`src/rtl/deskew_unloader.sv`:
```
// Removes the per-lane skew of the systolic result stream and queues each
// aligned vector for the host side behind a valid/ready handshake.
module deskew_unloader #(
  parameter int DIM       = 8,
  parameter int BITS      = 64,
  parameter int OUT_DEPTH = 4
) (
  input  logic                clk,
  input  logic                rst_n,
  input  logic                in_valid,
  input  logic [DIM*BITS-1:0] in_data,
  output logic                out_valid,
  input  logic                out_ready,
  output logic [DIM*BITS-1:0] out_data,
  output logic                busy,
  output logic                overflow,
  input  logic                clr_overflow
);

  localparam int W  = DIM * BITS;
  localparam int PW = (OUT_DEPTH > 1) ? $clog2(OUT_DEPTH) : 1;
  localparam int CW = $clog2(OUT_DEPTH + 1);

  logic [DIM-2:0] vpipe;
  logic           aligned_valid;
  logic [W-1:0]   aligned;

  always_ff @(posedge clk or negedge rst_n) begin
    if (!rst_n) begin
      vpipe <= '0;
    end else begin
      vpipe[0] <= in_valid;
      for (int s = 1; s < DIM - 1; s++) begin
        vpipe[s] <= vpipe[s-1];
      end
    end
  end

  assign aligned_valid = vpipe[DIM-2];

  // Lane k waits DIM-1-k cycles so every lane lines up with the last one.
  for (genvar k = 0; k < DIM - 1; k++) begin : g_lane
    localparam int N = DIM - 1 - k;
    logic [N-1:0][BITS-1:0] sr;

    always_ff @(posedge clk or negedge rst_n) begin
      if (!rst_n) begin
        sr <= '0;
      end else begin
        sr[0] <= in_data[k*BITS +: BITS];
        for (int s = 1; s < N; s++) begin
          sr[s] <= sr[s-1];
        end
      end
    end

    assign aligned[k*BITS +: BITS] = sr[N-1];
  end

  assign aligned[(DIM-1)*BITS +: BITS] =
    in_data[(DIM-1)*BITS +: BITS];

  logic [W-1:0]  mem [OUT_DEPTH];
  logic [PW-1:0] rd;
  logic [PW-1:0] wr;
  logic [CW-1:0] count;
  logic          full;
  logic          pop;
  logic          push;
  logic          drop;
  logic [PW-1:0] rd_nxt;
  logic [PW-1:0] wr_nxt;

  assign full = (count == CW'(OUT_DEPTH));
  assign pop  = out_valid & out_ready;
  assign push = aligned_valid & (~full | pop);
  assign drop = aligned_valid & full & ~pop;

  assign rd_nxt = (rd == PW'(OUT_DEPTH - 1)) ? '0 : rd + 1'b1;
  assign wr_nxt = (wr == PW'(OUT_DEPTH - 1)) ? '0 : wr + 1'b1;

  always_ff @(posedge clk or negedge rst_n) begin
    if (!rst_n) begin
      for (int i = 0; i < OUT_DEPTH; i++) begin
        mem[i] <= '0;
      end
      rd    <= '0;
      wr    <= '0;
      count <= '0;
    end else begin
      if (push) begin
        mem[wr] <= aligned;
        wr      <= wr_nxt;
      end
      if (pop) begin
        rd <= rd_nxt;
      end
      if (push && !pop) begin
        count <= count + 1'b1;
      end else if (pop && !push) begin
        count <= count - 1'b1;
      end
    end
  end

  // A drop in the same cycle as a clear must not be lost.
  always_ff @(posedge clk or negedge rst_n) begin
    if (!rst_n) begin
      overflow <= 1'b0;
    end else if (drop) begin
      overflow <= 1'b1;
    end else if (clr_overflow) begin
      overflow <= 1'b0;
    end
  end

  assign out_valid = (count != '0);
  assign out_data  = mem[rd];
  assign busy      = (|vpipe) | aligned_valid | out_valid;

endmodule
```
`config.mk`:
```
export PLATFORM = sky130hd
export DESIGN_NAME = deskew_unloader
export DESIGN_NICKNAME = d
export VERILOG_FILES = /design/src/rtl/deskew_unloader.sv
export SDC_FILE = /design/constraint.sdc
export NUM_CORES = 2
export LEC_CHECK = 0
export CAP_MARGIN = 30
export CORE_AREA = 2 2 469 471
export CTS_CLUSTER_DIAMETER = 60
export DETAILED_ROUTE_END_ITERATION = 16
export DIE_AREA = 0 0 471 473
export GPL_TIMING_DRIVEN = 1
export PLACE_DENSITY = 0.9
export SYNTH_ARGS = -nofsm -noshare
export SYNTH_HDL_FRONTEND = slang
export SYNTH_SLANG_ARGS = --single-unit
```
`constraint.sdc`:
```
create_clock -name clk -period 4.9 [get_ports clk]
set_input_delay 0.49 -clock clk [delete_from_list [all_inputs] [get_ports clk]]
set_output_delay 0.49 -clock clk [all_outputs]
set_load 0.02 [all_outputs]
```
### Word level (Yosys, flattened, before mapping)

Index checks and enable logic that the tools add are counted.
Widths: inputs -> output; s select.

| operators by class | value |
|---|---|
| muxes and demuxes | 12 |
| bitwise gates (word level) | 11 |
| shifts and indexed selects | 0 |
| $add $sub $neg | 4 |
| eq/ne operators | 3 |
| multipliers | 0 |
| div/mod/pow operators | 0 |
| reduce and logical (&&, ||, !) cells | 9 |
| magnitude comparators | 3 |

Operators with widths:

| cell | number |
|---|---|
| $bwmux 2048 | 1 |
| $mux 512 | 3 |
| $bmux 512 s2 | 1 |
| $demux 512 s2 | 1 |
| $reduce_or 7->1 | 1 |
| $ge 3x3->1 const B | 2 |
| $mux 3 | 2 |
| $not 2->3 | 2 |
| $add 2x1->2 const B | 2 |
| $and 1x1->1 | 4 |
| $eq 2x2->1 const B | 2 |
| $mux 2 | 2 |
| $reduce_bool 2->1 | 2 |
| $add 3x1->3 const B | 1 |
| $eq 3x3->1 const B | 1 |
| $logic_and 1x1->1 | 3 |
| $lt 3x1->1 const B | 1 |
| $or 1x1->1 | 3 |
| $reduce_bool 3->1 | 1 |
| $sub 3x1->3 const B | 1 |
| $logic_not 1->1 | 2 |
| $mux 1 | 2 |
| $not 1->1 | 2 |

| word-level totals | value |
|---|---|
| memory bits (writable) | 0 |
| input port bits | 517 |
| register bits after elaboration | 3855 |
| memories | 0 |
| latch bits | 0 |
| output and inout bits | 515 |
| logic and storage cells | 79 |
| ROM bits | 0 |

### Logic depth before layout (Yosys ltp)

| logic depth | value |
|---|---|
| word-level depth | 8 |
| depth in mapped cells | 8 |
| mapped depth without buffers | 8 |

### Worst setup path after synthesis

Ideal clock, no wire load.

| timing path | value |
|---|---|
| path kind | reg-to-output |
| start | register rd[0] |
| end | output out_data[42] |
| path slack | 2743 ps |
| data required time | 4410 ps |
| path buffers | 2 |
| data arrival time | 1667 ps |
| cell stages (with the launch flop) | 4 |
| cell sequence | dfrtp_1 > buf_2 > buf_1 > mux4_2 |

| on the way | value |
|---|---|
| word-level cells in the longest chain between the ends | 4 |

Ends and longest elaborated chain:

| what | RTL line | source |
|---|---|---|
| from (decl) | 64 | `logic [PW-1:0] rd;` |
| from (signal assigned) | 96 | `rd <= rd_nxt;` |
| $not 2->3 (not written as such) | 118 | `assign out_data = mem[rd];` |
| $bmux 512 s2 | 118 |  |
| $mux 512 (not written as such) (2 in a row) | 118 |  |
| to (decl) | 14 | `output logic [DIM*BITS-1:0] out_data,` |

Every way passes these cells. The select of a mux whose other input is x is not followed.

### Worst setup path after layout

| timing path | value |
|---|---|
| start | register rd[0] |
| end | output out_data[73] |

The elaborated chain is that of the path after synthesis.

==> flow_results.org <==
** Outcome
- The flow ran to the end, and the final reports show no timing, DRC or antenna violations.

** Power
- Combinational power share :: 0.370
- The share of total power dissipated in sequential elements is 0.387.
- In this run the static leakage power is 69.1 nW.
- In this run the power spent charging and discharging nets is ~0.043 W.
- The internal power of the cells totals between 0.08 and 0.09 W.
- Power density cells :: 767 mW/mm^2
- PnR Total Power :: 0.126 W
- Of the total power, the share spent switching nets is 0.345.
- VDD sags by at most 0.652 mV.
- Of the total power, the clock network draws 0.243.

** Synthesis
- Post-synthesis xor/xnor area fraction :: 0.000196
- Counting flops and latches in the post-synthesis netlist gives just under 4k.
- In this run, distinct cell masters in the synthesized netlist total 22.
- After synthesis, the largest family of logic cells by area is multiplexers.
- Post-synth net total :: 7,316
- The synthesized design contains 0 enable-type register cells.
- The most common cell in the synthesized netlist is dfrtp_1.
- After synthesis, the share of cell area in mux cells is 0.258.
- Ranking of synthesized cells by area :: dfrtp_1, mux2_2, mux4_2, buf_6, buf_2
- After synthesis, the most frequently instantiated cells are dfrtp_1, mux2_2, mux4_2, buf_6, buf_2.
- Async set or reset register ratio after synthesis :: 1.00
- Most used flip-flop cell after synthesis :: dfrtp_1
- Of the post-synthesis cell area, the dominant cell type holds 0.718.
- Register area share after synthesis :: 0.718
- Synthesized instance count :: 6,792
- Synth Cell Area :: around 0.13 mm^2
- During synthesis, Yosys emitted a total of 0 warnings.
- Of the total synthesized cell area, the portion taken by full adders, half adders and majority gates is 0.000708.
- The compound-cell area share of the yosys netlist is 0.0000373.
- Avg Cell Area, Syn :: 19.8 um^2
- Of the total synthesized cell area, the portion taken by AND, OR, NAND and NOR gates is 0.000848.
- The largest total area in the synthesized netlist belongs to dfrtp_1.

** Placed design
- Summing all placed instances gives a cell area of 0.147 mm^2.
- In this run the tool buffered the top-level ports with between 1k and 1.5k buffer cells.
- Counting tap cells, the placed design contains a total of around 11k instances.
- At the placement stage, the worst setup path has a slack of 1.50 ns.
- Detail Placement HPWL :: 204,000 um
- Gpl congestion :: 0.830

** Global route
- Initial antenna violation count :: approximately 110
- The first global-routing pass estimated 587,000 um of wire.
- GRT Util Overall :: 0.361
- Entering global routing, the biggest net connects 199 pins.
- The number of global-route vias before repair was between 80k and 90k.
- Overflow left after global routing :: 0

** CTS
- Clock Sinks :: 3,855
- Clock tree synthesis inserted a total of between 300 and 400 buffers.
- The longest clock path from root to sink contains 4 buffers.
- H-tree lvl count :: 5
- Number of cells upsized or downsized after cts :: 0
- CTS Hold Buffers Added :: ~350
- TritonCTS built the clock tree.
- The number of setup buffers added after CTS is 0.
- Reg clk slew, reported paths :: 0.07 ns
- CTS Root Cell :: clkbuf_16
- Later-pin clock latency in the skew report :: slightly below 1 ns

** Floorplanning
- Starting utilization of the core area :: 0.615
- Core outline area :: between 0.2 and 0.25 mm^2
- After floorplanning, the core was divided into 172 placement rows.
- In this run the count of I/O pins placed on the die edge is 1,032.
- Overall die area :: around 0.22 mm^2
- The floorplan step set the die height to 473 um.
- The die is roughly 470 um wide.

** Worst setup path
- Buffer and inverter count on the worst path :: 3
- The worst register-to-register path has a setup slack of 1.95 ns.
- STA classifies the critical path startpoint as a flip-flop.
- For the worst setup path, the data arrival time is 3.87 ns.
- For the worst setup path, the data required time is about 4.4 ns.
- R2r startpoint :: wr[0]$_DFFE_PN0P_
- Family with the most delay on the worst path :: buffers and inverters
- Worst setup EP type :: output pin
- Largest fanout on the critical path :: 31
- The largest single stage delay on the critical path is about 0.80 ns.
- The setup path with the least slack is of type reg -> out.
- Cell Chain, Critical Path :: buf_12 -> buf_4 -> mux4_2 -> clkdlybuf4s50_1
- Reg2Reg Depth :: 7
- Crit-path slowest cell :: dfrtp_4
- Capture instance of the worst register-to-register path :: mem[1906]$_DFFE_PN0P_

** Detailed routing
- Number of antenna-violating nets in the routed design :: 0
- Summing over every cut layer, the via total after detailed routing is roughly 74k.
- For this run, design rule violations remaining after detail routing come to 0.
- The first detailed-routing pass ran for 5 iterations.
- The final layout contains routed wiring with a total length of 407,000 um.
- Per-cell routed wire length :: roughly 35 um
- Routed via count divided by cell count :: 6.35
- DR iter-0 viols :: roughly 8k

** Timing
- After layout, the minimum clock period comes to about 4.4 ns.
- Final setup vio count :: 0
- On the final layout, the worst clock skew is 0.112 ns.
- The number of failing hold endpoints at the final stage was 0.
- Final sum of negative setup slack :: 0 ns
- Final clock period utilization by the worst path :: 0.890
- Worst Tran Pin Value :: 1.22 ns
- Setup repair after global routing missed its margin :: false
- PnR worst setup slack :: 0.539 ns
- Derived from the worst setup path, the maximum achievable clock frequency is roughly 0.23 GHz.
- Max-slew headroom at the worst pin :: 0.187
- Max-slew violation total from the final report :: 0

** Final layout
- In the final design database the tool counted 8,909 nets.
- Post-route cell area :: approximately 0.16 mm^2
- Number of standard cells in the final layout excluding fillers :: 11.6k
- Of the cells placed in the final design, the portion with a size suffix greater than 1 is 0.385.
- Compared with the post-synthesis result, the final layout area differs by 22.0%.

** Min path
- The path class of the tightest hold or removal check is in -> async.

** Flow run
- Across the run, the number of max-cap violations was 0.
cell usage in the layout (no fill, tap or decap), drive strengths merged, types with 6 or more instances in the layout:
master	netlist	routed
diode	0	101
bufinv	0	35
nor2	7	7
dlygate4sd3	0	349
clkinvlp	0	9
clkbuf	30	532
clkinv	0	72
buf	308	172
mux4	512	512
inv	4	18
ha	6	6
clkdlybuf4s50	0	1030
nand2	6	6
dfrtp	3855	3855
mux2	2053	2053
sequential cells by signal (all words and copies together) (netlist names):
name	cells
mem	2048
g_lane.sr	1408
aligned	384
vpipe	7
count	3
rd	2
wr	2
overflow	1
per-stage QoR:
stage / hold WS (ns) / utilization
6_report: 0.0355 / 0.751
4_1_cts: 0.00000400 / 0.749
2_1_floorplan: 0.194 / -
3_3_place_gp: 0.331 / 0.675
3_5_place_dp: 0.335 / 0.675
5_1_grt: 0.00230 / 0.750
layer usage:
metal  vias up  share of wire  GRT usage
met5         -        0.00069          0
met4        42          0.076      0.224
met3      1567          0.093     0.0996
met2      4780           0.50      0.597
met1     39813           0.33      0.424
li1      27660              -          -
final cells by class:
| class | count | area [um^2] |
|---|---|---|
| Antenna cell | 101 | 253 |
| Inverter | 4 | 15.0 |
| Clock buffer | 532 | 10900 |
| Sequential cell | 3855 | 96500 |
| Clock inverter | 130 | 1690 |
| Fill cell | 10047 | 54400 |
| Timing Repair Buffer | 1551 | 15900 |
| Multi-Input combinational cell | 2595 | 34900 |
| Tap cell | 2871 | 3590 |
power by group through the flow:
| stage | logic (W) | clock network [W] | registers (W) |
|---|---|---|---|
| 6_report | 0.0465 | 0.0305 | 0.0487 |
| 5_1_grt | 0.0475 | 0.0319 | 0.0492 |
| 4_1_cts | 0.0448 | 0.0301 | 0.0475 |
| 3_5_place_dp | 0.0433 | 0 | 0.0472 |
| 3_3_place_gp | 0.0420 | 0 | 0.0459 |
| 2_1_floorplan | 0.0277 | 0 | 0.0447 |
kinds of logic after synthesis:
logic type | after synthesis
XOR/XNOR | 3
buffers and inverters | 342
multiplexers | 2565
AO/OA/AOI/OAI | 1
flip-flops | 3855
AND/OR/NAND/NOR | 19
adder cells (fa/ha/maj) | 7
worst max-delay path by stage:
stage	start	end	cells after the start	slack, ns
floorplan	rd[0]$_DFFE_PN0N_	out_data[42]	3	2.74
global placement	rd[0]$_DFFE_PN0N_	out_data[118]	4	1.53
detailed placement	rd[0]$_DFFE_PN0N_	out_data[119]	4	1.50
CTS	rd[0]$_DFFE_PN0N_	out_data[73]	4	0.46
global route	rd[0]$_DFFE_PN0N_	out_data[73]	4	0.36
finish	rd[0]$_DFFE_PN0N_	out_data[73]	4	0.54
No activity file was read; power rests on OpenSTA's default activity.
